**src/rtl/imem_arbiter_pkg.sv**
```systemverilog
// imem_pkg: shared types and constants for the instruction-memory arbiter.
//   imem_owner_t  - which requester owns a grant / a pending read response
//   imem_lock_t   - loader exclusive-ownership state
//   IMEM_DEPTH_WORDS - default memory depth in 32-bit words
//   addr_in_range()  - word-granular bounds check of a byte address
package imem_pkg;

  typedef enum logic {OWN_FETCH = 1'b0, OWN_LOADER = 1'b1} imem_owner_t;
  typedef enum logic {UNLOCKED = 1'b0, LOCKED = 1'b1} imem_lock_t;

  localparam int IMEM_DEPTH_WORDS = 1024;

  // Byte address is in range when its word index is below the depth;
  // bits [1:0] never affect the result.
  function automatic logic addr_in_range(input logic [31:0] addr, input int depth_words);
    return {2'b00, addr[31:2]} < 32'(depth_words);
  endfunction

endpackage

```
**src/rtl/imem_arbiter_if.sv**
```systemverilog
// imem_arbiter_if: bundles the fetch port, the loader port and the shared
// instruction-memory port.
//   slave  - arbiter view: consumes requests and mem_rdata_i, drives
//            ready/rvalid/rdata, the memory strobe/address/data and halt_o.
//   master - environment view (core, loader, memory model): the opposite.
interface imem_arbiter_if;

  logic        fetch_req_i;
  logic [31:0] fetch_addr_i;
  logic        fetch_ready_o;
  logic        fetch_rvalid_o;
  logic [31:0] fetch_rdata_o;

  logic        ld_req_i;
  logic        ld_we_i;
  logic [31:0] ld_addr_i;
  logic [31:0] ld_wdata_i;
  logic        ld_lock_i;
  logic        ld_ready_o;
  logic        ld_rvalid_o;
  logic [31:0] ld_rdata_o;

  logic        mem_req_o;
  logic        mem_we_o;
  logic [31:0] mem_addr_o;
  logic [31:0] mem_wdata_o;
  logic [31:0] mem_rdata_i;

  logic        halt_o;

  modport slave (
    input  fetch_req_i, fetch_addr_i,
    input  ld_req_i, ld_we_i, ld_addr_i, ld_wdata_i, ld_lock_i,
    input  mem_rdata_i,
    output fetch_ready_o, fetch_rvalid_o, fetch_rdata_o,
    output ld_ready_o, ld_rvalid_o, ld_rdata_o,
    output mem_req_o, mem_we_o, mem_addr_o, mem_wdata_o,
    output halt_o
  );

  modport master (
    output fetch_req_i, fetch_addr_i,
    output ld_req_i, ld_we_i, ld_addr_i, ld_wdata_i, ld_lock_i,
    output mem_rdata_i,
    input  fetch_ready_o, fetch_rvalid_o, fetch_rdata_o,
    input  ld_ready_o, ld_rvalid_o, ld_rdata_o,
    input  mem_req_o, mem_we_o, mem_addr_o, mem_wdata_o,
    input  halt_o
  );

endinterface

```
**src/rtl/imem_arbiter_rr_arbiter2.sv**
```systemverilog
// rr_arbiter2: two-input round-robin arbiter.
//   clk_i, rst_i - clock, asynchronous active-high reset
//   req[1:0]     - request vector (bit 0 = fetch, bit 1 = loader)
//   en           - grant enable; no grant is issued while low
//   gnt[1:0]     - one-hot grant, combinational from req, en and last_q
// On a tie the requester that did not win last time is granted. last_q
// resets to the loader so the fetch side wins the first tie.
module rr_arbiter2
  import imem_pkg::*;
(
  input  logic       clk_i,
  input  logic       rst_i,
  input  logic [1:0] req,
  input  logic       en,
  output logic [1:0] gnt
);

  imem_owner_t last_q;

  // NOTE: every variable assigned in an always_comb gets a default first,
  // so no path leaves it unassigned and no latch is inferred.
  always_comb begin
    gnt = 2'b00;
    if (en) begin
      case (req)
        2'b01:   gnt = 2'b01;
        2'b10:   gnt = 2'b10;
        2'b11:   gnt = (last_q == OWN_LOADER) ? 2'b01 : 2'b10;
        default: gnt = 2'b00;
      endcase
    end
  end

  // NOTE: state registers use non-blocking assignments so every flop
  // samples pre-edge values regardless of process ordering.
  always_ff @(posedge clk_i or posedge rst_i) begin
    if (rst_i) begin
      last_q <= OWN_LOADER;
    end else if (gnt[0]) begin
      last_q <= OWN_FETCH;
    end else if (gnt[1]) begin
      last_q <= OWN_LOADER;
    end
  end

endmodule

```
**src/rtl/imem_arbiter.sv**
```systemverilog
// imem_arbiter: shares one synchronous-read instruction-memory port between
// the core fetch stage and the program loader.
//   clk_i, rst_i - clock, asynchronous active-high reset
//   bus (slave)  - fetch port, loader port, memory port and halt_o
// Parameter DEPTH_WORDS sets the memory depth in 32-bit words. Accesses above
// the last byte address are accepted but never reach memory; such reads
// answer with zero data on the normal rvalid timing.
// The loader may request a lock: the core is halted at once, and ownership
// becomes exclusive after any fetch read issued in the previous cycle drains.
module imem_arbiter
  import imem_pkg::*;
#(
  parameter int DEPTH_WORDS = IMEM_DEPTH_WORDS
) (
  input  logic           clk_i,
  input  logic           rst_i,
  imem_arbiter_if.slave  bus
);

  imem_lock_t  lock_q, lock_d;
  logic [1:0]  arb_req, gnt;
  logic        any_gnt, win_we, in_range, rd_accept;
  logic [31:0] win_addr, win_wdata, rsp_data;
  logic        rvalid_q, oor_q;
  imem_owner_t owner_q;
  logic        fetch_inflight;

  // A fetch read accepted last cycle is still waiting for its rvalid.
  assign fetch_inflight = rvalid_q && (owner_q == OWN_FETCH);

  // Lock FSM: state register.
  always_ff @(posedge clk_i or posedge rst_i) begin
    if (rst_i) lock_q <= UNLOCKED;
    else       lock_q <= lock_d;
  end

  // Lock FSM: next state and arbiter request masking. While a lock is
  // pending the fetch stays grantable so its read can drain.
  always_comb begin
    lock_d  = lock_q;
    arb_req = {bus.ld_req_i, bus.fetch_req_i};
    case (lock_q)
      UNLOCKED: if (bus.ld_lock_i && !fetch_inflight) lock_d = LOCKED;
      LOCKED: begin
        arb_req = {bus.ld_req_i, 1'b0};
        if (!bus.ld_lock_i) lock_d = UNLOCKED;
      end
      default: lock_d = UNLOCKED;
    endcase
  end

  assign bus.halt_o = (lock_q == LOCKED) || bus.ld_lock_i;

  rr_arbiter2 u_arb (
    .clk_i (clk_i),
    .rst_i (rst_i),
    .req   (arb_req),
    .en    (!rst_i),
    .gnt   (gnt)
  );

  assign bus.fetch_ready_o = gnt[0];
  assign bus.ld_ready_o    = gnt[1];
  assign any_gnt           = |gnt;

  // Winner mux; the fetch side can only read.
  always_comb begin
    win_addr  = 32'h0;
    win_we    = 1'b0;
    win_wdata = 32'h0;
    if (gnt[0]) begin
      win_addr = bus.fetch_addr_i & ~32'h3;
    end else if (gnt[1]) begin
      win_addr  = bus.ld_addr_i & ~32'h3;
      win_we    = bus.ld_we_i;
      win_wdata = bus.ld_wdata_i;
    end
  end

  assign in_range        = addr_in_range(win_addr, DEPTH_WORDS);
  assign bus.mem_req_o   = any_gnt && in_range;
  assign bus.mem_we_o    = win_we;
  assign bus.mem_addr_o  = win_addr;
  assign bus.mem_wdata_o = win_wdata;
  assign rd_accept       = any_gnt && !win_we;

  // Response pipeline: one stage matching the memory's read latency.
  always_ff @(posedge clk_i or posedge rst_i) begin
    if (rst_i) begin
      rvalid_q <= 1'b0;
      owner_q  <= OWN_FETCH;
      oor_q    <= 1'b0;
    end else begin
      rvalid_q <= rd_accept;
      owner_q  <= gnt[1] ? OWN_LOADER : OWN_FETCH;
      oor_q    <= !in_range;
    end
  end

  assign rsp_data           = oor_q ? 32'h0 : bus.mem_rdata_i;
  assign bus.fetch_rvalid_o = rvalid_q && (owner_q == OWN_FETCH);
  assign bus.ld_rvalid_o    = rvalid_q && (owner_q == OWN_LOADER);
  assign bus.fetch_rdata_o  = bus.fetch_rvalid_o ? rsp_data : 32'h0;
  assign bus.ld_rdata_o     = bus.ld_rvalid_o ? rsp_data : 32'h0;

endmodule

```
**src/flat_wrapper.sv**
```systemverilog
// flat-port wrapper written by rule: the top's interface ports become plain ports
module imem_arbiter_flat import imem_pkg::*;
#(
  parameter int DEPTH_WORDS = IMEM_DEPTH_WORDS
)
  (clk_i, rst_i, bus_fetch_req_i, bus_fetch_addr_i, bus_ld_req_i, bus_ld_we_i, bus_ld_addr_i, bus_ld_wdata_i, bus_ld_lock_i, bus_mem_rdata_i, bus_fetch_ready_o, bus_fetch_rvalid_o, bus_fetch_rdata_o, bus_ld_ready_o, bus_ld_rvalid_o, bus_ld_rdata_o, bus_mem_req_o, bus_mem_we_o, bus_mem_addr_o, bus_mem_wdata_o, bus_halt_o);
  imem_arbiter_if bus_i ();
  input  logic clk_i;
  input  logic rst_i;
  input wire logic [$bits(bus_i.fetch_req_i)-1:0] bus_fetch_req_i;
  input wire logic [$bits(bus_i.fetch_addr_i)-1:0] bus_fetch_addr_i;
  input wire logic [$bits(bus_i.ld_req_i)-1:0] bus_ld_req_i;
  input wire logic [$bits(bus_i.ld_we_i)-1:0] bus_ld_we_i;
  input wire logic [$bits(bus_i.ld_addr_i)-1:0] bus_ld_addr_i;
  input wire logic [$bits(bus_i.ld_wdata_i)-1:0] bus_ld_wdata_i;
  input wire logic [$bits(bus_i.ld_lock_i)-1:0] bus_ld_lock_i;
  input wire logic [$bits(bus_i.mem_rdata_i)-1:0] bus_mem_rdata_i;
  output wire logic [$bits(bus_i.fetch_ready_o)-1:0] bus_fetch_ready_o;
  output wire logic [$bits(bus_i.fetch_rvalid_o)-1:0] bus_fetch_rvalid_o;
  output wire logic [$bits(bus_i.fetch_rdata_o)-1:0] bus_fetch_rdata_o;
  output wire logic [$bits(bus_i.ld_ready_o)-1:0] bus_ld_ready_o;
  output wire logic [$bits(bus_i.ld_rvalid_o)-1:0] bus_ld_rvalid_o;
  output wire logic [$bits(bus_i.ld_rdata_o)-1:0] bus_ld_rdata_o;
  output wire logic [$bits(bus_i.mem_req_o)-1:0] bus_mem_req_o;
  output wire logic [$bits(bus_i.mem_we_o)-1:0] bus_mem_we_o;
  output wire logic [$bits(bus_i.mem_addr_o)-1:0] bus_mem_addr_o;
  output wire logic [$bits(bus_i.mem_wdata_o)-1:0] bus_mem_wdata_o;
  output wire logic [$bits(bus_i.halt_o)-1:0] bus_halt_o;
  assign bus_i.fetch_req_i = bus_fetch_req_i;
  assign bus_i.fetch_addr_i = bus_fetch_addr_i;
  assign bus_i.ld_req_i = bus_ld_req_i;
  assign bus_i.ld_we_i = bus_ld_we_i;
  assign bus_i.ld_addr_i = bus_ld_addr_i;
  assign bus_i.ld_wdata_i = bus_ld_wdata_i;
  assign bus_i.ld_lock_i = bus_ld_lock_i;
  assign bus_i.mem_rdata_i = bus_mem_rdata_i;
  assign bus_fetch_ready_o = bus_i.fetch_ready_o;
  assign bus_fetch_rvalid_o = bus_i.fetch_rvalid_o;
  assign bus_fetch_rdata_o = bus_i.fetch_rdata_o;
  assign bus_ld_ready_o = bus_i.ld_ready_o;
  assign bus_ld_rvalid_o = bus_i.ld_rvalid_o;
  assign bus_ld_rdata_o = bus_i.ld_rdata_o;
  assign bus_mem_req_o = bus_i.mem_req_o;
  assign bus_mem_we_o = bus_i.mem_we_o;
  assign bus_mem_addr_o = bus_i.mem_addr_o;
  assign bus_mem_wdata_o = bus_i.mem_wdata_o;
  assign bus_halt_o = bus_i.halt_o;
  imem_arbiter #(.DEPTH_WORDS(DEPTH_WORDS)) u_core (.clk_i(clk_i), .rst_i(rst_i), .bus(bus_i));
endmodule
```
**config.mk**
```make
export PLATFORM = sky130hd
export DESIGN_NAME = imem_arbiter_flat
export DESIGN_NICKNAME = d
export VERILOG_FILES = /design/src/rtl/imem_arbiter_pkg.sv /design/src/rtl/imem_arbiter_if.sv /design/src/rtl/imem_arbiter_rr_arbiter2.sv /design/src/rtl/imem_arbiter.sv /design/src/flat_wrapper.sv
export SDC_FILE = /design/constraint.sdc
export NUM_CORES = 1
export LEC_CHECK = 0
export CAP_MARGIN = 20
export CORE_AREA = 5 5 102 104
export CTS_BUF_LIST = sky130_fd_sc_hd__clkbuf_2
export CTS_CLUSTER_DIAMETER = 40
export DETAILED_ROUTE_END_ITERATION = 8
export DIE_AREA = 0 0 107 109
export PLACE_DENSITY = 0.61
export SLEW_MARGIN = 20
export SYNTH_ARGS = -nofsm -noshare
export SYNTH_HDL_FRONTEND = slang
export SYNTH_HIERARCHICAL = 1
export SYNTH_SLANG_ARGS = --single-unit
```
**constraint.sdc**
```tcl
create_clock -name clk_i -period 3.1 [get_ports clk_i]
set_clock_uncertainty 0.2 [all_clocks]
set_input_delay 0.31 -clock clk_i [delete_from_list [all_inputs] [get_ports clk_i]]
set_output_delay 0.31 -clock clk_i [all_outputs]
set_load 0.1 [all_outputs]
```
[Yosys cells after proc, flatten, opt, wreduce, memory -nomap -nowiden]
Cells that the tools add are included.
Word-level totals
  bits in registers: 5
  input port bits: 134
  output and inout bits: 135
  logic and storage cells: 41
Cells by class
  $lt $le $gt $ge: 1
  eq/ne operators: 3
  muxes and demuxes: 19
  bitwise gates (word level): 2
  reduce and logical (&&, ||, !) cells: 11
Operators by type and width (count)
  2-to-1 mux 32 bit: 7
  less-than comparator 30 x 11 -> 1 bit (second input constant): 1
  2-to-1 mux 1 bit: 8
  one-hot mux 2 bit (3 select lines): 1
  logical AND 1 bit: 5
  == test 2 bit (second input constant): 2
  2-to-1 mux 2 bit: 2
  logical NOT 1 bit: 3
  == test 2 x 1 -> 1 bit (second input constant): 1
  NOT 1 bit: 2
  one-hot mux 1 bit (2 select lines): 1
  nonzero test 2 bit: 1
  OR reduction 2 bit: 1
  logical OR 1 bit: 1

[Longest topological paths before layout]
Gate-level depths: netlist (run 1).
  depth in word-level cells: 8
  gate-level depth with buffers: 7
  depth with buffers taken out: 7

[Modules after synthesis]
Netlist (run 1), hierarchy kept.
Modules (own cells, without submodules)
  imem_arbiter: instances 1, cells each 222, area an instance 1336.3 µm², sequential area each 100.1 µm²
  rr_arbiter2: instances 1, cells each 9, area an instance 66.3 µm², sequential area each 26.3 µm²

[Least setup slack after synthesis (run 1)]
Ideal clock, no wire load.
  path kind: input to output
  start point: in rst_i
  end point: out bus_mem_addr_o[14]
  arrival: 4500 ps
  data required time: 2590 ps
  setup slack: -1910 ps
  stages: 5
  path buffers: 0
  path through: inv_1 > nand2_1 > a21oi_1 > nand2_1 > o21ai_0
On the way
  word-level cells in the longest chain between the ends: 3
RTL lines
  from (decl): RTL line flat_wrapper.sv:9  | input logic rst_i;
  2-to-1 mux 2 bit: RTL line imem_arbiter_rr_arbiter2.sv:24  | if (en) begin
  named net bus_ld_ready_o: RTL line flat_wrapper.sv:21  | output wire logic [$bits(bus_i.ld_ready_o)-1:0] bus_ld_ready_o;
  2-to-1 mux 32 bit: RTL line imem_arbiter.sv:73  | end else if (gnt[1]) begin
  2-to-1 mux 32 bit: RTL line imem_arbiter.sv:71  | if (gnt[0]) begin
  to (decl): RTL line flat_wrapper.sv:26  | output wire logic [$bits(bus_i.mem_addr_o)-1:0] bus_mem_addr_o;
The timed path passes the listed nets, and every way through them passes these cells.

[Worst setup path after layout (run 1)]
  start point: in bus_ld_req_i
  end point: out bus_mem_addr_o[3]
On the way
  word-level cells in the longest chain between the ends: 5
  elaborated cells on any way between the ends: 7
  those cells by class: eq/ne (3); mux (4)
RTL lines
  from (decl): RTL line flat_wrapper.sv:12  | input wire logic [$bits(bus_i.ld_req_i)-1:0] bus_ld_req_i;
  == test 2 bit / == test 2 x 1 -> 1 bit (equally long branches): RTL line imem_arbiter_rr_arbiter2.sv:25  | case (req)
  one-hot mux 2 bit (3 select lines) *: RTL line imem_arbiter_rr_arbiter2.sv:25
  2-to-1 mux 2 bit *: RTL line imem_arbiter_rr_arbiter2.sv:24
  2-to-1 mux 32 bit: RTL line imem_arbiter.sv:73
  2-to-1 mux 32 bit *: RTL line imem_arbiter.sv:71
Every way passes the cells marked *; elsewhere a longest branch is shown, timed or not.

==> metrics.yaml, run 1 <==
outcome:
  status: "finished clean"
logic_synthesis:
  yosysMostFrequentCell: "nor2_1"
  async_flop_share: 1.00
  synth.area.top_cells: "nor2_1 17%, a22o_1 17%, and2_1 15%"
  yosysUniqueCellTypes: 28
  synth_ff_type: "dfrtp_1"
  synth_edf_count: 0
  syn_area_mm2: 0.00140
  yosysTopAreaCell: "nor2_1"
  postSynthAreaPerCell_um2: 6.07
  ys_seq_area_frac: 0.0901
  synth_common_cells: "65 x nor2_1, 34 x and2_1, 33 x nand2b_1"
  yosys_warnings: 6
  ys_ff_latch: 5
  synthCells: 231
  yosys.area.top_type_share: 0.174
global_routing:
  grt_start_max_net_pins: 34
  groute.usage.overall: 0.156
  antenna_found_initial: 0
  grt_pass1_wl_mm: 14.1
  gr-total-overflow: 0
  grt_pass1_vias: 2672
worst_setup_path:
  end_kind: "primary output"
  critical_path_required_ps: 2590
  start_kind: "input port"
  r2r_setup_slack_ps: 1230
  crit_arrival_ps: 2360
  reg2reg_depth: 7
  r2r_end: "u_core/oor_q"
  cp_max_fo: 25
  worstReg2RegStart: "u_core/lock_q"
  path_class: "in2out"
cts:
  clk_latency_ps: 230
  clock-root-buffer: "clkbuf_2"
  cts_max_level: 1
  post_cts_resized: 0
  cts.sinks: 5
  post-cts-setup-buffers: 0
  worst_setup_hold_path_clk_slew_ps: 60
  cts_tree: "built"
  cts_buffers: 3
  clockBufferDepth: 2
  hold_buffers: 0
layout:
  fill_cells: 891
  insertedDiodeCount: 0
  fin_area_mm2: 0.00472
  syn_to_final_growth_pct: 236
  nNetsFinal: 619
  drive_above_1_share: 0.370
place:
  gp_congestion: 0.814
  hpwl_mm: 9.19
  placed_area_mm2: 0.00470
  portBuffers: 262
run:
  drv_cap: 0
sta:
  post-route-period-util: 0.926
  max_freq_mhz: 348
  setup_viol: 0
  hold_viol: 0
  fin_crit_ps: 2870
  tightest_slew_ps: 718
  drv_slew: 0
  grt_setup_unrepaired: "false"
  timing.slew.headroom: 0.521
die:
  rows: 36
  initial_core_util: 0.148
  chipWidth_um: 107
  pin_count: 269
  die_area_mm2: 0.0117
  die_h_um: 109
  core_mm2: 0.00946
route:
  vias: 2574
  drt_iter0_markers: 115
  post_drt_wl_per_cell_um: 16.9
  viasPerCell: 4.30
  firstDrtPassIters: 4
  routed_wl_mm: 10.1
  postRouteAntennaNets: 0
  drc: 0
power:
  leakagePower_nw: 2.06
  ir_drop_v: 0.000139
  total_power_mw: 1.32
  power_density_mw_per_mm2: 280
hold_path:
  worst_hold_path_type: "in2async"
cell usage in the layout, fill, tap and decap left out, types with 2 or more instances in the layout:
cell type and n:
a22o_2 24, inv_1 6, nand2b_1 33, o21ai_1 2, conb_1 2, clkdlybuf4s50_1 129, a21oi_4 2, and2_1 34
nand3_1 2, dfrtp_1 4, nand2_1 10, nor2_1 65, buf_12 68, a22o_1 4, buf_4 74, nor4_1 6
nor4_2 3, clkbuf_2 4
worst max-delay path by stage:
stage,start,end,slack (ps),cells after the start
2_1_floorplan,u_core/lock_q,bus_mem_addr_o[15],-230,7
3_3_place_gp,bus_ld_req_i,bus_mem_addr_o[5],260,7
3_5_place_dp,bus_ld_req_i,bus_mem_addr_o[3],220,7
4_1_cts,bus_ld_req_i,bus_mem_addr_o[3],210,7
5_1_grt,bus_ld_req_i,bus_mem_addr_o[3],100,7
6_report,bus_ld_req_i,bus_mem_addr_o[3],230,7
metrics by stage:
| step | setup slack [ps] | utilization | cells | hold WS (ps) | TNS [ps] |
|---|---|---|---|---|---|
| 4_1_cts | 215 | 0.499 | 598 | 208 | 0 |
| 5_1_grt | 105 | 0.499 | 598 | 216 | 0 |
| 3_3_place_gp | 263 | 0.497 | 594 | 299 | 0 |
| 2_1_floorplan | -229 | - | 232 | -102 | -456 |
| 3_5_place_dp | 216 | 0.497 | 594 | 317 | 0 |
| 6_report | 229 | 0.499 | 598 | 212 | 0 |
flip-flops by register name, indices dropped and copies added (netlist names):
| signal | flops |
|---|---|
| u_core/lock_q | 1 |
| u_core/oor_q | 1 |
| u_core/owner_q | 1 |
| u_core/rvalid_q | 1 |
| u_core/u_arb/last_q | 1 |
where the power goes:
group	switching, mW	internal, mW
Combinational	0.735	0.436
Sequential	0.0146	0.0736
Clock	0.0283	0.0341
worst max-delay path: stages:
cell,delay (ps)
clkdlybuf4s50_1,550
nand2_1,140
a21oi_4,140
nor2b_4,480
buf_4,320
a22o_1,210
buf_12,180
kinds of logic after synthesis:
group	Yosys count	synth area share
simple gates	159	0.586
compound gates	37	0.220
buf+inv	29	0.101
flops	5	0.0901
other cells	1	0.00267
per-layer routing:
metal	track usage	vias to the layer above	wire, µm
met5	0	-	0
met2	0.309	173	5490
met3	0.0710	15	1340
li1	-	1266	-
met4	0.0493	0	258
met1	0.141	1120	3030
cell type report:
type	instances	area [µm²]	area share
Timing Repair Buffer	271	3210	0.680
Multi-Input combinational cell	198	1200	0.254
Tap cell	114	143	0.0302
Sequential cell	5	126	0.0268
Inverter	6	22.5	0.00477
Clock buffer	4	20.0	0.00424
No activity file was read; power rests on OpenSTA's default activity.
==> run 2: changes to the inputs <==
--- a/config.mk
+++ b/config.mk
@@ -11,7 +11,7 @@
 export CTS_CLUSTER_DIAMETER = 40
 export DETAILED_ROUTE_END_ITERATION = 8
 export DIE_AREA = 0 0 107 109
-export PLACE_DENSITY = 0.61
+export PLACE_DENSITY = 0.68
 export SLEW_MARGIN = 20
 export SYNTH_ARGS = -nofsm -noshare
 export SYNTH_HDL_FRONTEND = slang
==> run 2 against run 1 <==
  * Register-to-register slack is essentially flat
  * Fmax grew 0.15%
  * Sequential cell count is the same
  * Via count shrank 1.1%
  * Hold slack lost 71 ps
  * Sequential power is essentially flat
  * Setup slack gained 4.3 ps
  * Highest routed layer unchanged
==> metrics.yaml, run 2 (synthesis results as in run 1) <==
route:
  drc: 0
  viasPerCell: 4.27
  drt_iter0_markers: 177
  routed_wl_mm: 9.48
  postRouteAntennaNets: 0
  post_drt_wl_per_cell_um: 15.9
  vias: 2545
  firstDrtPassIters: 4
worst_setup_path:
  cp_max_fo: 23
  start_kind: "input port"
  crit_arrival_ps: 2360
  critical_path_required_ps: 2590
  path_class: "in2out"
  r2r_setup_slack_ps: 1230
  end_kind: "primary output"
layout:
  mostFrequentLayoutCells: "129 x clkdlybuf4s50_1, 72 x buf_4, 68 x buf_12"
  drive_above_1_share: 0.369
  nNetsFinal: 617
  syn_to_final_growth_pct: 235
  insertedDiodeCount: 0
  utilization: 0.497
  final_common_cell: "clkdlybuf4s50_1"
sta:
  fin_crit_ps: 2870
  timing.slew.headroom: 0.533
  setup_tns_ps: 0
  max_freq_mhz: 349
  drv_slew: 0
  grt_setup_unrepaired: "false"
  setup_viol: 0
  post-route-period-util: 0.925
  tightest_slew_ps: 700
  hold_viol: 0
power:
  ir_drop_v: 0.000128
  leakagePower_nw: 2.05
  power_density_mw_per_mm2: 279
die:
  rows: 36
  initial_core_util: 0.148
  die_area_mm2: 0.0117
  core_mm2: 0.00946
  chipWidth_um: 107
  pin_count: 269
  die_h_um: 109
cts:
  cts.sinks: 5
  clk_latency_ps: 210
  clockBufferDepth: 2
  worst_setup_hold_path_clk_slew_ps: 60
  post_cts_resized: 0
  cts_tree: "built"
  post-cts-setup-buffers: 0
  cts_max_level: 1
  clock-root-buffer: "clkbuf_2"
  cts_buffers: 3
  hold_buffers: 0
hold_path:
  worst_hold_path_type: "in2async"
place:
  portBuffers: 262
  hpwl_mm: 8.62
  gp_congestion: 0.808
global_routing:
  grt_pass1_vias: 2616
  gr-total-overflow: 0
  groute.usage.overall: 0.145
  grt_pass1_wl_mm: 13.3
  grt_start_max_net_pins: 35
  antenna_found_initial: 0
run:
  drv_cap: 0
outcome:
  status: "finished clean"
run 2: power by group:
group / switching (mW) / internal (mW)
clock: 0.0247 / 0.0342
combinational: 0.732 / 0.434
sequential: 0.0148 / 0.0736
total: 0.772 / 0.541
run 2: path summary, 6_finish.rpt:
path                          startpoint            endpoint  cells past startpoint
max                                rst_i  bus_mem_wdata_o[4]                      8
min reg2reg                u_core/lock_q       u_core/lock_q                      1
max reg2reg                u_core/lock_q        u_core/oor_q                      6
min                                rst_i        u_core/oor_q                      2
max in group asynchronous          rst_i       u_core/lock_q                      2
min in group clk_i         u_core/lock_q       u_core/lock_q                      1
run 2: per-stage QoR:
stage	setup WS, ps	cell area (µm²)	cells	hold slack [ps]	total power, mW
floorplan	-229	1460	232	-102	0.794
global placement	227	4680	592	293	1.25
detailed placement	186	4680	592	307	1.26
CTS	187	4700	596	132	1.33
global route	26.4	4700	596	131	1.37
finish	233	4700	596	141	1.31
run 2: cell type report:
cell class                      count  area, µm²
Clock buffer                        4       20.0
Multi-Input combinational cell    198       1200
Tap cell                          114        143
Inverter                            6       22.5
Timing Repair Buffer              269       3190
Sequential cell                     5        126
Fill cell                         888       4750
run 2: per-layer routing:
layer	track usage	wire [µm]	vias to the layer above
met2	0.282	5120	165
met3	0.0592	1130	8
met4	0.0311	118	0
met1	0.142	3110	1112
met5	0	0	-
li1	-	-	1260
run 2: critical path, cell delays in order:
cell and delay, ps:
clkdlybuf4s50_1 410, inv_1 200, nand2_1 160, a21oi_4 140
nor2b_4 450, buf_4 280, and2_1 200, buf_12 180
